File: config.mk
export PLATFORM = sky130hd
export DESIGN_NAME = keypad_emulator
export DESIGN_NICKNAME = d
export VERILOG_FILES = /design/src/rtl/keypad_emulator.sv
export SDC_FILE = /design/constraint.sdc
export NUM_CORES = 1
export LEC_CHECK = 0
export CAP_MARGIN = 20
export CORE_UTILIZATION = 45
export DETAILED_ROUTE_END_ITERATION = 16
export GPL_ROUTABILITY_DRIVEN = 1
export SLEW_MARGIN = 25
export SYNTH_ARGS = -nofsm -noshare
export SYNTH_HDL_FRONTEND = slang
export SYNTH_SLANG_ARGS = --single-unit
File: constraint.sdc
create_clock -name clk -period 2.1 [get_ports clk]
set_input_delay 0.525 -clock clk [delete_from_list [all_inputs] [get_ports clk]]
set_output_delay 0.525 -clock clk [all_outputs]
set_load 0.1 [all_outputs]
File: src/rtl/keypad_emulator.sv
// 4x4 matrix keypad model answering a column scanner, with LFSR
// contact chatter on make and break of each commanded key press.
module keypad_emulator #(
   parameter int unsigned HOLD_CYCLES   = 1000000,
   parameter int unsigned BOUNCE_CYCLES = 5000,
   parameter logic [15:0] LFSR_SEED     = 16'hACE1
) (
   input  logic       clk,
   input  logic       rst,
   input  logic [3:0] cols,
   output logic [3:0] rows,
   input  logic [3:0] key_code,
   input  logic       press_valid,
   output logic       press_ready,
   output logic       busy,
   output logic       done
);

   localparam int unsigned MAXC =
      (HOLD_CYCLES > BOUNCE_CYCLES) ? HOLD_CYCLES : BOUNCE_CYCLES;
   localparam int CW = (MAXC > 1) ? $clog2(MAXC) : 1;
   localparam bit NOBNC = (BOUNCE_CYCLES == 0);
   localparam int unsigned HOLD_M1 =
      (HOLD_CYCLES > 0) ? HOLD_CYCLES - 1 : 0;
   localparam int unsigned BNC_M1 =
      (BOUNCE_CYCLES > 0) ? BOUNCE_CYCLES - 1 : 0;
   localparam logic [CW-1:0] HOLD_LD = CW'(HOLD_M1);
   localparam logic [CW-1:0] BNC_LD  = CW'(BNC_M1);
   localparam logic [15:0] TAPS = 16'hB400;

   typedef enum logic [2:0] {
      S_IDLE,
      S_BIN,
      S_HOLD,
      S_BOUT,
      S_DONE
   } state_t;

   state_t        state;
   state_t        state_nx;
   logic [CW-1:0] cnt;
   logic [CW-1:0] cnt_nx;
   logic [3:0]    key_r;
   logic [3:0]    key_nx;
   logic [15:0]   lfsr;
   logic [15:0]   lfsr_nx;
   logic [3:0]    rows_nx;
   logic          contact;
   logic          last;
   logic          bouncing;

   assign last     = (cnt == '0);
   assign bouncing = (state == S_BIN) || (state == S_BOUT);

   // Chatter sequence free-runs across presses; only rst reseeds it.
   always_comb begin
      lfsr_nx = lfsr;
      if (bouncing)
         lfsr_nx = {1'b0, lfsr[15:1]} ^ (lfsr[0] ? TAPS : 16'h0000);
   end

   always_comb begin
      state_nx    = state;
      cnt_nx      = cnt;
      key_nx      = key_r;
      contact     = 1'b0;
      press_ready = 1'b0;
      busy        = 1'b1;
      done        = 1'b0;
      unique case (state)
         S_IDLE: begin
            press_ready = 1'b1;
            busy        = 1'b0;
            if (press_valid) begin
               key_nx = key_code;
               if (NOBNC) begin
                  state_nx = S_HOLD;
                  cnt_nx   = HOLD_LD;
               end else begin
                  state_nx = S_BIN;
                  cnt_nx   = BNC_LD;
               end
            end
         end
         S_BIN: begin
            contact = last | lfsr[0];
            if (last) begin
               state_nx = S_HOLD;
               cnt_nx   = HOLD_LD;
            end else begin
               cnt_nx = cnt - 1'b1;
            end
         end
         S_HOLD: begin
            contact = 1'b1;
            if (last) begin
               if (NOBNC) begin
                  state_nx = S_DONE;
                  cnt_nx   = '0;
               end else begin
                  state_nx = S_BOUT;
                  cnt_nx   = BNC_LD;
               end
            end else begin
               cnt_nx = cnt - 1'b1;
            end
         end
         S_BOUT: begin
            contact = ~last & lfsr[0];
            if (last)
               state_nx = S_DONE;
            else
               cnt_nx = cnt - 1'b1;
         end
         S_DONE: begin
            done     = 1'b1;
            state_nx = S_IDLE;
         end
         default: begin
            state_nx = S_IDLE;
         end
      endcase
   end

   always_comb begin
      rows_nx = 4'b0000;
      if (contact && cols[key_r[1:0]])
         rows_nx = 4'b0001 << key_r[3:2];
   end

   always_ff @(posedge clk) begin
      if (rst) begin
         state <= S_IDLE;
         cnt   <= '0;
         key_r <= 4'h0;
         lfsr  <= LFSR_SEED;
         rows  <= 4'b0000;
      end else begin
         state <= state_nx;
         cnt   <= cnt_nx;
         key_r <= key_nx;
         lfsr  <= lfsr_nx;
         rows  <= rows_nx;
      end
   end

endmodule

[Word level (Yosys, flattened, before mapping)]
Index checks and enable logic that the tools add are counted.
Word-level totals
  bits in registers: 47
  bits of input ports: 11
  output and inout port bits: 7
  word-level logic and storage cells: 48
Operators by class
  $add $sub $neg: 1
  $lt $le $gt $ge: 1
  equality and inequality tests: 9
  shifts and indexed selects: 1
  multiplexer cells: 17
  bitwise logic cells: 5
  reduce and logical (&&, ||, !) cells: 9
Operators with widths (count)
  $mux W20: 4
  $pmux W20 S4: 1
  $logic_not A20 Y1: 1
  $sub A20 B1 Y20 const B: 1
  $mux W16: 1
  $xor A15 B16 Y16: 1
  $mux W3: 4
  $pmux W3 S4: 1
  $ne A2 B2 Y1 const B: 5
  $eq A3 B2 Y1 const B: 2
  $mux W1: 4
  $reduce_and A4 Y1: 1
  $reduce_bool A4 Y1: 1
  $shl A1 B2 Y4 const A: 1
  $eq A3 B1 Y1 const B: 1
  $eq A3 B3 Y1 const B: 1
  $logic_not A3 Y1: 1
  $lt A2 B3 Y1 const B: 1
  $pmux W1 S3: 1
  $reduce_and A3 Y1: 1
  $bmux W1 S2: 1
  $not A1 Y1: 2
  $reduce_and A2 Y1: 1
  $reduce_or A2 Y1: 1
  4 further kinds: 4

[Longest topological paths before layout]
Gate-level depths: netlist of the first run.
  depth after elaboration: 7
  gate-level depth with buffers: 7
  mapped depth without buffers: 7

[Worst setup path after synthesis of the first run]
OpenSTA, ideal clock, no wires.
  path type: reg2reg
  from: register state[0]
  to: register key_r[0]
  library setup time: 0.128 ns
  data arrival time: 2.715 ns
  data required time: 1.972 ns
  slack: -0.742 ns
  stages on the path, launching flop included: 8
  path buffers: 2
  period minus slack after synthesis: 2.842 ns
  cell sequence: dfxtp_1 clkbuf_1 or3_1 inv_1 and2_1 clkbuf_1 mux2i_1 nor2_1
On the way
  longest elaborated chain between the ends: 2
Ends and longest elaborated chain
  start: declaration: line 39  | state_t state;
  start signal: assignment: line 139  | state <= state_nx;
  $logic_not A3 Y1: line 70  | unique case (state)
  $reduce_and A2 Y1 (no source line)
  end signal: assignment: line 141  | key_r <= key_nx;
  end: declaration: line 43  | logic [3:0] key_r;
No other way between the ends.
A chain may end at the register's enable or synchronous reset.

[Final worst setup path of the first run]
  from: register state[2]
  to: output press_ready
On the way
  longest elaborated chain between the ends: 2
Ends and longest elaborated chain
  $logic_not A3 Y1: line 70
  $mux W1: line 70
  end: declaration: line 14  | output logic press_ready,
No other way between the ends.

==> results of run 1 <==
## worst reg2reg max path: cells and delay by family, from the launching register on
| family | cells | cell delay (ns) |
|---|---|---|
| buf+inv | 1 | 0.18 |
| flops | 1 | 0.35 |
| simple gates | 2 | 0.76 |
| compound gates | 3 | 0.51 |
## report_power, final
| part | switching (mW) | total [mW] | internal (mW) | leakage [nW] |
|---|---|---|---|---|
| Combinational | 0.452 | 0.804 | 0.352 | 0.693 |
| Sequential | 0.0860 | 1.06 | 0.970 | 0.385 |
| Clock | 0.336 | 0.579 | 0.243 | 0.0452 |
| Total | 0.875 | 2.44 | 1.57 | 1.12 |
## logic make-up after synthesis
group	synth area share, %
muxes	2.65
AOI/OAI and AO/OA	20.6
buffers and inverters	4.46
adders and majority gates	1.06
and+or+nand+nor	28.7
DFF	39.9
xor gates and xnor gates	2.60
## state kept, by name, summed over array words and instances (netlist names)
name / count
rows: 4
lfsr: 16
state: 3
key_r: 4
cnt: 20
## per-layer routing
layer | global-route usage [%] | wire length [um]
met5 | 0 | 0
met4 | 6.71 | 67
met3 | 4.34 | 290
met2 | 35.5 | 2620
met1 | 31.9 | 2780
## cells in the final DEF (no fill, tap or decap), types with 2 or more instances in the layout
master	n
ha_1	2
buf_12	4
o31ai_1	3
a221oi_1	3
a211oi_1	4
nor2_1	25
clkbuf_8	5
a211o_1	3
o21ai_0	11
a21o_1	2
nor4_1	6
dfxtp_1	47
clkdlybuf4s50_1	10
inv_6	2
a21oi_1	15
nand3b_1	2
nand4_1	4
buf_4	30
o2bb2ai_1	3
clkinvlp_4	2
o211ai_1	3
o21bai_1	2
nor3_1	10
xor2_1	3
mux2i_1	4
o21a_1	3
nor4b_1	3
a31o_1	2
nand3_1	8
or3_1	2
nand2_1	37
nor3b_1	3
inv_1	5
o22ai_1	4
xnor2_1	4
and2_1	3
or4_1	4
nor4_4	2
## area by class of cell
| cell class | instances | area (um^2) |
|---|---|---|
| sequential | 47 | 941 |
| timing repair buffer | 44 | 405 |
| clock inverter | 3 | 25.0 |
| tap | 67 | 83.8 |
| clock buffer | 5 | 68.8 |
| fill | 466 | 2000 |
| inverter | 6 | 26.3 |
| multi-input combinational | 206 | 1330 |
## worst paths after layout
| kind | depth (start not counted) | endpoint | start | slack [ns] |
|---|---|---|---|---|
| setup / recovery | 3 | press_ready | state[2] | 0.13 |
| hold / removal | 2 | lfsr[1] | lfsr[2] | 0.46 |
| setup reg to reg | 6 | cnt[10] | cnt[4] | 0.17 |
| hold reg to reg | 2 | lfsr[1] | lfsr[2] | 0.46 |
## what timing repair did
item,4_1_cts,5_1_grt
endpoints found under the setup margin,0,9
gates resized for setup,0,3
buffers inserted,0,1
==> flow_summary.json, run 1 <==
{
  "dr.pass1.iters": 6,
  "ios": 18,
  "drive_gt1_share_pct": 19.3,
  "cp-start-kind": "flop",
  "clock-sinks": 47,
  "post_dp_cell_area_mm2": 0.00277,
  "rows": 25,
  "crit_arrival_ns": 1.44,
  "cp_top_family": "simple AND/OR/NAND/NOR gates",
  "critPathCaptureType": "output port",
  "clock.fmax_mhz": 509,
  "vias": 2144,
  "viasPerCell": 5.67,
  "synth_cells": 278,
  "worst-slew-pin-transition_ns": 0.587,
  "remaining_drc_errors": 0,
  "port_buffers": 17,
  "ys_types": 59,
  "die_area_mm2": 0.00553,
  "hold_viol": 0,
  "p_total_mw": 2.44,
  "die_y_um": 74.4,
  "synth_edf_count": 0,
  "setup_ws_ns": 0.135,
  "root_buffer": "clkbuf_8",
  "synth.most_common_cell": "dfxtp_1",
  "htreeDepth": 2,
  "yosysWarnings": 0,
  "dp_slack_ns": 0.0349,
  "placed_cells": 369,
  "nNetsFinal": 323,
  "ys.flop_type": "dfxtp_1",
  "clk_pin_slew_ns": 0.10,
  "cts_buffers": 5,
  "async_flop_share_pct": 0,
  "rsz0062_at_grt": "no",
  "crit_fanout": 8,
  "maxSlewHeadroom_pct": 60.9,
  "grt_max_degree": 29,
  "grt_pass1_wl_um": 9660,
  "skew_ns": 0.0134,
  "crit_type": "flop to output port",
  "drt_iter0_drc": 121,
  "antenna_found_initial": 0,
  "place_congestion": 0.881,
  "grt_pass1_vias": 2018,
  "cp_slowest_cell": "or3_4",
  "stdcell_count": 378,
  "synth_nets": 291,
  "fin_area_mm2": 0.00288,
  "yosys-top-cells-count": "dfxtp_1, nand2_1, nor2_1",
  "avgRoutedWirePerCell_um": 15.2,
  "wirelength_um": 5760,
  "fin_setup_tns_ns": 0,
  "period_minus_slack_ns": 1.97,
  "worstHoldPathType": "flop to flop",
  "dieWidth_um": 74.4,
  "ant_nets": 0,
  "synth_seq_cells": 47,
  "leakage_nw": 1.12,
  "max_cap_viol_count": 0,
  "layout-area-overhead-vs-synth_pct": 22.1,
  "cts_hold_buf": 0,
  "status": "completed",
  "synth_area_leaders": "dfxtp_1, nand2_1, nor2_1",
  "cts_tree": "yes",
  "critPathMaxStageDelay_ns": 0.46,
  "synth.top_cell.area_share_pct": 39.9,
  "yosysTopAreaCell": "dfxtp_1",
  "start_util_pct": 48.3,
  "core_mm2": 0.00488,
  "required_ns": 1.57,
  "path_cells": "or3_4 > clkinvlp_4 > buf_12",
  "synthesis.area_mm2": 0.00236,
  "grtUsageTotal_pct": 22.8,
  "dp_hpwl_um": 4200,
  "ys_seq_area_share_pct": 39.9,
  "powerDensity_mw_per_mm2": 847,
  "slew_viol_final": 0,
  "avgSynthCellArea_um2": 8.48,
  "peakVddDrop_v": 0.000469,
  "clock_path_buffers": 2,
  "holdWs_ns": 0.462,
  "gr-total-overflow": 0,
  "setup_viol": 0,
  "path_buf_inv": 2,
  "final_util_pct": 59.0,
  "post-route-period-util_pct": 93.6,
  "diodes": 0,
  "clock_latency_ns": 0.31
}
Note: power is estimated with default switching activity, not from simulation.
==> run 2: changes to the inputs <==
Settings changed: CTS_CLUSTER_DIAMETER set to 200, DONT_BUFFER_PORTS set to 1, PLACE_DENSITY set to 0.72.
==> run 2 against run 1 <==
Critical path depth grew 3. Global-route usage shrank 1.0 points. Highest routed layer unchanged. Final area shrank 5.8%. Cell count shrank 5.0%. Worst hold slack lost 0.18 ns. Clock power grew 17%. Sequential share of layout area grew 2.0 points.
==> flow_summary.json, run 2 (synthesized netlist as in run 1, its figures left out) <==
{
  "status": "completed",
  "gr-total-overflow": 0,
  "layout-area-overhead-vs-synth_pct": 15.1,
  "clock_path_buffers": 2,
  "crit_arrival_ns": 2.22,
  "place_congestion": 0.940,
  "diodes": 0,
  "maxSlewHeadroom_pct": 59.4,
  "vias": 2105,
  "hold_viol": 0,
  "cts_hold_buf": 0,
  "reg_top3": "cnt x20, lfsr x16",
  "grtUsageTotal_pct": 21.8,
  "grt_pass1_wl_um": 9090,
  "setup_ws_ns": 0.0520,
  "largest_reg_flops": 20,
  "p_sw_share_pct": 33.9,
  "worst-slew-pin-transition_ns": 0.605,
  "clock_latency_ns": 0.31,
  "remaining_drc_errors": 0,
  "nNetsFinal": 304,
  "largest_register": "cnt",
  "post-route-period-util_pct": 97.5,
  "slew_viol_final": 0,
  "htreeDepth": 2,
  "path_cells": "or4_4 > nor3_4 > buf_4 > nand2_1 > o21ai_0 > a221oi_1",
  "p_sw_mw": 0.830,
  "clk_pin_slew_ns": 0.09,
  "combinationalPowerShare_pct": 28.9,
  "grt_max_degree": 30,
  "clock-sinks": 47,
  "max_cap_viol_count": 0,
  "rows": 25,
  "crit_type": "flop to flop",
  "dr.pass1.iters": 4,
  "final_common_cell": "dfxtp_1",
  "cts_tree": "yes",
  "critPathMaxStageDelay_ns": 0.60,
  "p_int_mw": 1.62,
  "dp_slack_ns": 0.148,
  "holdWs_ns": 0.278,
  "wirelength_um": 5470,
  "crit_fanout": 6,
  "avgRoutedWirePerCell_um": 15.2,
  "viasPerCell": 5.86,
  "die_y_um": 74.4,
  "worstHoldPathType": "primary input to flop",
  "seqPwrFrac_pct": 43.5,
  "leakage_nw": 1.04,
  "clock.fmax_mhz": 488,
  "critPathCaptureType": "flop",
  "post_cts_buffers": 0,
  "period_minus_slack_ns": 2.05,
  "ios": 18,
  "start_util_pct": 48.3,
  "setup_viol": 0,
  "dp_hpwl_um": 3970,
  "root_buffer": "clkbuf_8",
  "die_area_mm2": 0.00553,
  "grt_pass1_vias": 1902,
  "ant_nets": 0,
  "cp-start-kind": "flop",
  "cp_slowest_cell": "or4_4",
  "peakVddDrop_v": 0.000439,
  "required_ns": 2.27,
  "rsz0062_at_grt": "yes",
  "skew_ns": 0.00754,
  "drt_iter0_drc": 203,
  "powerDensity_mw_per_mm2": 903,
  "clkPwrFrac_pct": 27.6,
  "cts_buffers": 5,
  "drive_gt1_share_pct": 17.8,
  "port_buffers": 0,
  "final_cell_mix": "dfxtp_1, nand2_1, nor2_1",
  "dieWidth_um": 74.4,
  "core_mm2": 0.00488,
  "antenna_found_initial": 0
}
[run 2: changes by cell type in the layout (fill, tap and decap cells not counted), sizes merged]
cell           previous run  this run
clkdlybuf4s50            10         0
buf                      34        25
bufinv                    0         1
inv                       7         6
[run 2: area by class of cell]
| type | instances | area (um^2) |
|---|---|---|
| fill | 454 | 2170 |
| inverter | 6 | 26.3 |
| tap | 67 | 83.8 |
| clock buffer | 5 | 68.8 |
| timing repair buffer | 25 | 213 |
| multi-input combinational | 206 | 1340 |
| sequential | 47 | 941 |
| clock inverter | 3 | 46.3 |
[run 2: layer usage]
metal  part of all wire [%]  track usage (%)
met5                      0                0
met4                    1.8             8.60
met3                    7.0             5.42
met2                     44             31.2
met1                     47             31.1
[run 2: path summary, 6_finish.rpt]
path | slack [ns] | startpoint | end | cells past startpoint
max | 0.05 | cnt[4] | cnt[12] | 6
min reg2reg | 0.45 | lfsr[4] | lfsr[3] | 2
min | 0.28 | rst | lfsr[3] | 1
max reg2reg | 0.05 | cnt[4] | cnt[12] | 6
[run 2: what timing repair did]
action,CTS,global route
endpoints found under the hold margin,0,0
endpoints found under the setup margin,0,4
gates resized for setup,0,3
[run 2: metrics by stage]
stage / cell area [um^2] / util (%) / std cells / power, mW / TNS [ns]
floorplan: 2370 / - / 278 / 1.60 / 0
global placement: 2580 / 52.9 / 351 / 1.76 / 0
detailed placement: 2580 / 52.9 / 351 / 1.77 / 0
CTS: 2700 / 55.3 / 359 / 2.44 / 0
global route: 2710 / 55.6 / 359 / 2.60 / -0.0720
finish: 2710 / 55.6 / 359 / 2.45 / 0
[run 2: power by group through the flow]
stage          clock, mW  sequential (mW)  combinational (mW)
2_1_floorplan          0             1.06               0.540
3_3_place_gp           0             1.08               0.677
3_5_place_dp           0             1.08               0.685
4_1_cts            0.691             1.06               0.690
5_1_grt            0.737             1.08               0.785
6_report           0.676             1.07               0.709
[run 2: critical path: cells and delay by family, from the launching register on]
| family | cells | cell delay (ns) |
|---|---|---|
| and+or+nand+nor | 3 | 0.96 |
| AOI/OAI and AO/OA | 2 | 0.38 |
| buffers and inverters | 1 | 0.19 |
| DFF | 1 | 0.39 |
